File: src/rtl/decode_stage.sv
// MIPS ID stage: register file with WB bypass, main control decode, immediate
// sign-extension, load-use stall detection and the registered ID/EX word.
module decode_stage (
    input  logic         clk,
    input  logic         rst,
    input  logic [63:0]  in_IF_ID,
    input  logic         in_regWrite,
    input  logic [4:0]   in_write_rd,
    input  logic [31:0]  in_writeData,
    input  logic         in_flush,
    output logic [146:0] out_ID_EX,
    output logic         out_stall
);

    logic [31:0] regs [32];

    logic [31:0] instr;
    logic [31:0] pc4;
    logic [5:0]  op;
    logic [4:0]  rs;
    logic [4:0]  rt;
    logic [4:0]  rd;
    logic [31:0] imm_ext;
    logic [31:0] rs_data;
    logic [31:0] rt_data;
    logic        wb_en;
    logic        reads_rt;
    logic [8:0]  ctrl;
    logic        ex_mem_read;
    logic [4:0]  ex_rt;

    assign instr   = in_IF_ID[31:0];
    assign pc4     = in_IF_ID[63:32];
    assign op      = instr[31:26];
    assign rs      = instr[25:21];
    assign rt      = instr[20:16];
    assign rd      = instr[15:11];
    assign imm_ext = {{16{instr[15]}}, instr[15:0]};
    assign wb_en   = in_regWrite && (in_write_rd != '0);

    // Control word layout: {ALUOp[1:0], RegDst, ALUSrc, Branch, MemWrite, MemRead, MemtoReg, RegWrite}
    always_comb begin
        ctrl     = '0;
        reads_rt = 1'b0;
        case (op)
            6'b000000: begin ctrl = 9'b10_1_0_000_0_1; reads_rt = 1'b1; end
            6'b100011: ctrl = 9'b00_0_1_001_1_1;
            6'b101011: begin ctrl = 9'b00_0_1_010_0_0; reads_rt = 1'b1; end
            6'b000100: begin ctrl = 9'b01_0_0_100_0_0; reads_rt = 1'b1; end
            6'b001000: ctrl = 9'b00_0_1_000_0_1;
            default:   ctrl = '0;
        endcase
    end

    // Same-cycle WB write is forwarded so the new value lands in ID/EX on this edge.
    always_comb begin
        rs_data = regs[rs];
        if (rs == '0)
            rs_data = '0;
        else if (wb_en && (in_write_rd == rs))
            rs_data = in_writeData;
    end

    always_comb begin
        rt_data = regs[rt];
        if (rt == '0)
            rt_data = '0;
        else if (wb_en && (in_write_rd == rt))
            rt_data = in_writeData;
    end

    assign ex_mem_read = out_ID_EX[2];
    assign ex_rt       = out_ID_EX[141:137];

    // Flush wins over stall so fetch is free to redirect.
    assign out_stall = !in_flush && ex_mem_read && (ex_rt != '0) &&
                       ((ex_rt == rs) || (reads_rt && (ex_rt == rt)));

    always_ff @(posedge clk) begin
        if (rst) begin
            for (int unsigned i = 0; i < 32; i++)
                regs[i] <= '0;
        end else if (wb_en) begin
            regs[in_write_rd] <= in_writeData;
        end
    end

    always_ff @(posedge clk) begin
        if (rst) begin
            out_ID_EX <= '0;
        end else begin
            out_ID_EX <= {rd, rt, imm_ext, rt_data, rs_data, pc4, ctrl};
            if (in_flush || out_stall)
                out_ID_EX[8:0] <= '0;
        end
    end

endmodule
File: config.mk
export PLATFORM = sky130hd
export DESIGN_NAME = decode_stage
export DESIGN_NICKNAME = d
export VERILOG_FILES = /design/src/rtl/decode_stage.sv
export SDC_FILE = /design/constraint.sdc
export NUM_CORES = 2
export LEC_CHECK = 0
export CAP_MARGIN = 20
export CORE_MARGIN = 2
export CORE_UTILIZATION = 40
export CTS_CLUSTER_SIZE = 28
export DETAILED_ROUTE_END_ITERATION = 6
export MAX_ROUTING_LAYER = met4
export PLACE_DENSITY = 0.69
export SYNTH_ARGS = -nofsm -noshare
export SYNTH_HDL_FRONTEND = slang
export SYNTH_SLANG_ARGS = --single-unit
File: constraint.sdc
create_clock -name clk -period 2.67 [get_ports clk]
set_clock_uncertainty 0.05 [all_clocks]
set_input_delay 0.4005 -clock clk [delete_from_list [all_inputs] [get_ports clk]]
set_output_delay 0.4005 -clock clk [all_outputs]
set_load 0.005 [all_outputs]
* Yosys cells after proc, flatten, opt, wreduce, memory -nomap -nowiden *
Memory sizes are Yosys's and may differ from the RTL's. A register that Yosys moved wholly into a read port is not among the register bits.
Index checks and enable logic that the tools add are counted.

storage, ports and cells
  flip-flop bits (word level) = 83
  memory bits (writable) = 1024
  word-level logic and storage cells = 37
  memories kept = 1

memory list
  name  words  width  read ports  clocked after Yosys merged registers in  wr ports  RTL line  source
  regs  32     32     2           2                                        32        15        logic [31:0] regs [32];

operators by class
  equal/unequal tests = 6
  muxes and demuxes = 10
  reductions and logical operators = 18

operators with widths
  cell                                                  count
  case mux 9 bit (5 select lines)                       1
  2-to-1 mux 32 bit                                     1
  OR reduction 32 bit                                   1
  equality test 6 bit (second input constant)           2
  equality test 5 bit                                   2
  zero test 5 bit                                       2
  nonzero test 5 bit                                    2
  2-to-1 mux 1 bit                                      7
  equality test 6 x 3 -> 1 bit (second input constant)  1
  equality test 6 x 4 -> 1 bit (second input constant)  1
  zero test 6 bit                                       1
  OR reduction 2 bit                                    3
  logical AND 1 bit                                     5
  2-to-1 mux 5 bit                                      1
  OR reduction 3 bit                                    1
  logical OR 1 bit                                      2
  zero test 1 bit                                       1

* Longest topological paths before layout *
  word-level depth = 8
  gate-level depth with buffers = 9
  mapped depth without buffers = 5

* Least setup slack after synthesis *
Ideal clock, no wire load.

  path type = in2reg
  start point = input in_write_rd[1]
  end point = memory regs[13][0], enable pin
  library setup time = 0.375 ns
  arrival = 1.966 ns
  required time = 2.245 ns
  path slack = 0.280 ns
  cell stages on the path = 5
  cell sequence = clkbuf_1 or3b_2 clkbuf_1 nor2_1 or2_2

RTL lines
  what             RTL line  source
  start, declared  8         input logic [4:0] in_write_rd,
  end, declared    15

* Worst setup path in the final report *
  start point = register out_ID_EX[140]
  end point = output out_stall

on the way
  cells in the longest elaborated chain, start to end = 4

RTL lines
  what                    RTL line  source
  start, declared         11        output logic [146:0] out_ID_EX,
  start signal, assigned  92        out_ID_EX <= {rd, rt, imm_ext, rt_data, rs_data, pc4, ctrl};
  equality test 5 bit     77        ((ex_rt == rs) || (reads_rt && (ex_rt == rt)));
  logical AND 1 bit       77
  logical OR 1 bit        77
  logical AND 1 bit *     76        assign out_stall = !in_flush && ex_mem_read && (ex_rt != '0) &&
  end, declared           12        output logic out_stall

Every way passes the cells marked *; elsewhere a longest branch is shown, timed or not.

==> flow_metrics.tcl <==
set metrics [dict create \
    fp.dieH_um 385.4 \
    die_area_mm2 0.1485 \
    critPathKind "reg -> out" \
    drive_above_1_share 0.2438 \
    rsz0062_at_grt "true" \
    fin_area_mm2 0.07035 \
    portBuffers 252 \
    critPathTopFamily "simple AND/OR/NAND/NOR gates" \
    tritoncts "built" \
    worst_slack_ns 0.01355 \
    crit_arrival_ns 2.21 \
    avgSynthCellArea_um2 14.45 \
    grt_antenna_before_repair 19 \
    first_pass_iters 6 \
    root_buffer "clkbuf_16" \
    relSlewSlack 0.3109 \
    fin_crit_ns 2.656 \
    p_leak_nw 25.14 \
    ant_nets 0 \
    finalSetupViolations 0 \
    slowest_stage "dfxtp_2" \
    slew_violations 0 \
    fillers 12070 \
    cts_buffers 116 \
    layoutNonFillerInstCount 6441 \
    netlist_area_mm2 0.05819 \
    num_rows 139 \
    yosysUniqueCellTypes 48 \
    grt_pass1_wl_mm 283.8 \
    dp.cells 6215 \
    clock-sinks 1147 \
    ys_ff_latch 1147 \
    min_period_over_period 0.9949 \
    place.gp.congestion 0.9172 \
    hpwlAfterDp_mm 129.2 \
    drv_cap 0 \
    power_mw 43.13 \
    nets 4538 \
    cp-start-kind "flop" \
    critPathBufInv 1 \
    drc 0 \
    wl_per_cell_um 31.29 \
    place_area_mm2 0.06653 \
    grt_pass1_vias 39370 \
    yosys_warnings 0 \
    ios 253 \
    grt_max_degree 120 \
    synthArstFlopShare 0 \
    syn_inst 4027 \
    die_w_um 385.4 \
    cp.required_ns 2.22 \
    dominantRegCellSynth "edfxtp_1" \
    vias_per_cell 6.158 \
    irDropWorstVdd_mv 0.5091 \
    cts_buffer_depth 3 \
    synth_edf_count 1024 \
    synthToLayoutAreaGrowth_pct 20.90 \
    worst_pin_slew_ns 1.030 \
    grt_overflow_total 0 \
    worst_path_largest_cell_delay_ns 0.35 \
    grt_usage 0.2769 \
    via_count 39660 \
    htreeDepth 3 \
    hold_class "in -> reg" \
    crit_chain "xor2_1, nor4_2, nand3_1, a21oi_2, nor2b_1, buf_2" \
    crit_fanout 4 \
    status "finished, final reports clean" \
    drt-total-wl_mm 201.5 \
    place_ws_ns -0.2903 \
    yosysSeqAreaShare 0.5708 \
    core_region_area_mm2 0.1440 \
    clock_latency_ns 0.77 \
    end_kind "output port" \
    hold_viol 0 \
    fmax_ghz 0.3764 \
    start_util 0.4041 \
    power_density_mw_per_mm2 613.0 \
    drtIter0Drc 5990 \
    r2r_slack_ns 0.67 \
    path_clk_slew_ns 0.06 \
]
==> cells in the mapped netlist, types with 4 or more instances <==
cell type,count,area (µm²)
a221oi_1,64,560.5
or2_2,31,193.9
buf_1,9,33.78
or3b_2,4,35.03
nor2_1,70,262.8
nand2_1,46,172.7
nand3b_1,5,37.54
o221ai_1,31,271.5
nor3_1,12,60.06
mux4_2,386,8693
nand4_1,4,25.02
xor2_1,9,78.83
mux2i_1,285,2853
a32o_1,19,190.2
nand3_1,9,45.04
o22ai_1,31,193.9
a22o_1,12,105.1
o21ai_0,33,165.2
buf_6,9,101.4
buf_2,82,410.4
a221o_1,32,320.3
a211oi_1,96,720.7
a21oi_1,32,160.2
dfxtp_1,123,2462
buf_4,36,270.3
clkbuf_1,311,1167
nor2b_1,88,550.5
a22oi_1,106,795.8
and2_1,993,6212
edfxtp_1,1024,30750
xnor2_1,11,96.34
==> worst reg2reg max path, cell delays in order, from the launching register on <==
cell and delay, ns:
edfxtp_1 0.39, mux4_2 0.46, nor2b_1 0.16, a211oi_1 0.38, a211oi_1 0.15, a221o_1 0.28
==> sequential cells by signal, summed over array words and instances, names as in the netlist <==
signal,count
out_ID_EX,123
regs,1024
==> per-layer routing <==
metal | global-route usage | part of all wire
met4 | 0.1289 | 0.049
met5 | - | 0
met1 | 0.3510 | 0.36
met3 | 0.06288 | 0.12
met2 | 0.4232 | 0.46
==> layout make-up <==
cell class | count | area [µm²] | share of cell area
timing repair buffer | 705 | 7565 | 0.1075
antenna | 6 | 15.01 | 0.0002134
clock buffer | 154 | 3168 | 0.04503
tap | 1903 | 2381 | 0.03385
inverter | 2 | 7.507 | 0.0001067
multi-input combinational | 2461 | 23400 | 0.3326
clock inverter | 63 | 598.1 | 0.008502
sequential | 1147 | 33220 | 0.4722
==> power breakdown <==
part	leakage (nW)	switching [mW]	internal, mW	total (mW)
logic	12.5	2.91	2.67	5.58
registers	10.8	0.613	20.6	21.2
clock network	1.84	7.24	9.14	16.4
==> cell usage in the layout (no fill, tap or decap), types with 32 or more instances in the layout <==
cell | Yosys | final
edfxtp_1 | 1024 | 1024
and2_1 | 993 | 992
mux4_2 | 386 | 386
buf_4 | 36 | 326
mux2i_1 | 285 | 285
clkdlybuf4s50_1 | 0 | 242
buf_12 | 0 | 131
dfxtp_1 | 123 | 121
clkbuf_16 | 0 | 118
a22oi_1 | 106 | 106
a211oi_1 | 96 | 96
nor2b_1 | 88 | 86
a221oi_1 | 64 | 64
nand2_1 | 46 | 46
nor2_1 | 70 | 38
nor2_4 | 0 | 34
o21ai_0 | 33 | 33
a221o_1 | 32 | 32
conb_1 | 1 | 32
==> path summary, 6_finish.rpt <==
check,startpoint,endpoint,cells past startpoint
hold / removal,in_IF_ID[16],out_ID_EX[137]$_SDFF_PP0_,3
hold reg to reg,regs[6][2]$_SDFFCE_PN0P_,out_ID_EX[75]$_SDFF_PP0_,5
setup reg to reg,regs[3][15]$_SDFFCE_PN0P_,out_ID_EX[56]$_SDFF_PP0_,5
setup / recovery,out_ID_EX[140]$_SDFF_PP0_,out_stall,6
==> kinds of logic after synthesis <==
logic type             share of synthesized area
AO/OA/AOI/OAI                            0.06079
XOR/XNOR                                0.003010
buffers and inverters                    0.03430
flip-flops                                0.5708
multiplexers                              0.1984
other                                 0.00006445
AND/OR/NAND/NOR                           0.1326
==> per-stage QoR <==
stage	setup TNS (ns)	util	hold slack, ns
after global routing	-0.07593	0.4884	0.1319
after floorplan	0	-	0.4290
final	0	0.4885	0.1255
after detailed placement	-30.98	0.4620	0.7616
after global placement	-19.56	0.4620	0.7570
after CTS	0	0.4884	0.08691
==> repair_timing <==
action,CTS,global route
hold buffers,0,0
endpoints found under the setup margin,1,1
setup buffers,3,0
pin swaps,3,1
resized for setup,9,0
gates cloned,0,0
No activity file was read; power rests on OpenSTA's default activity.
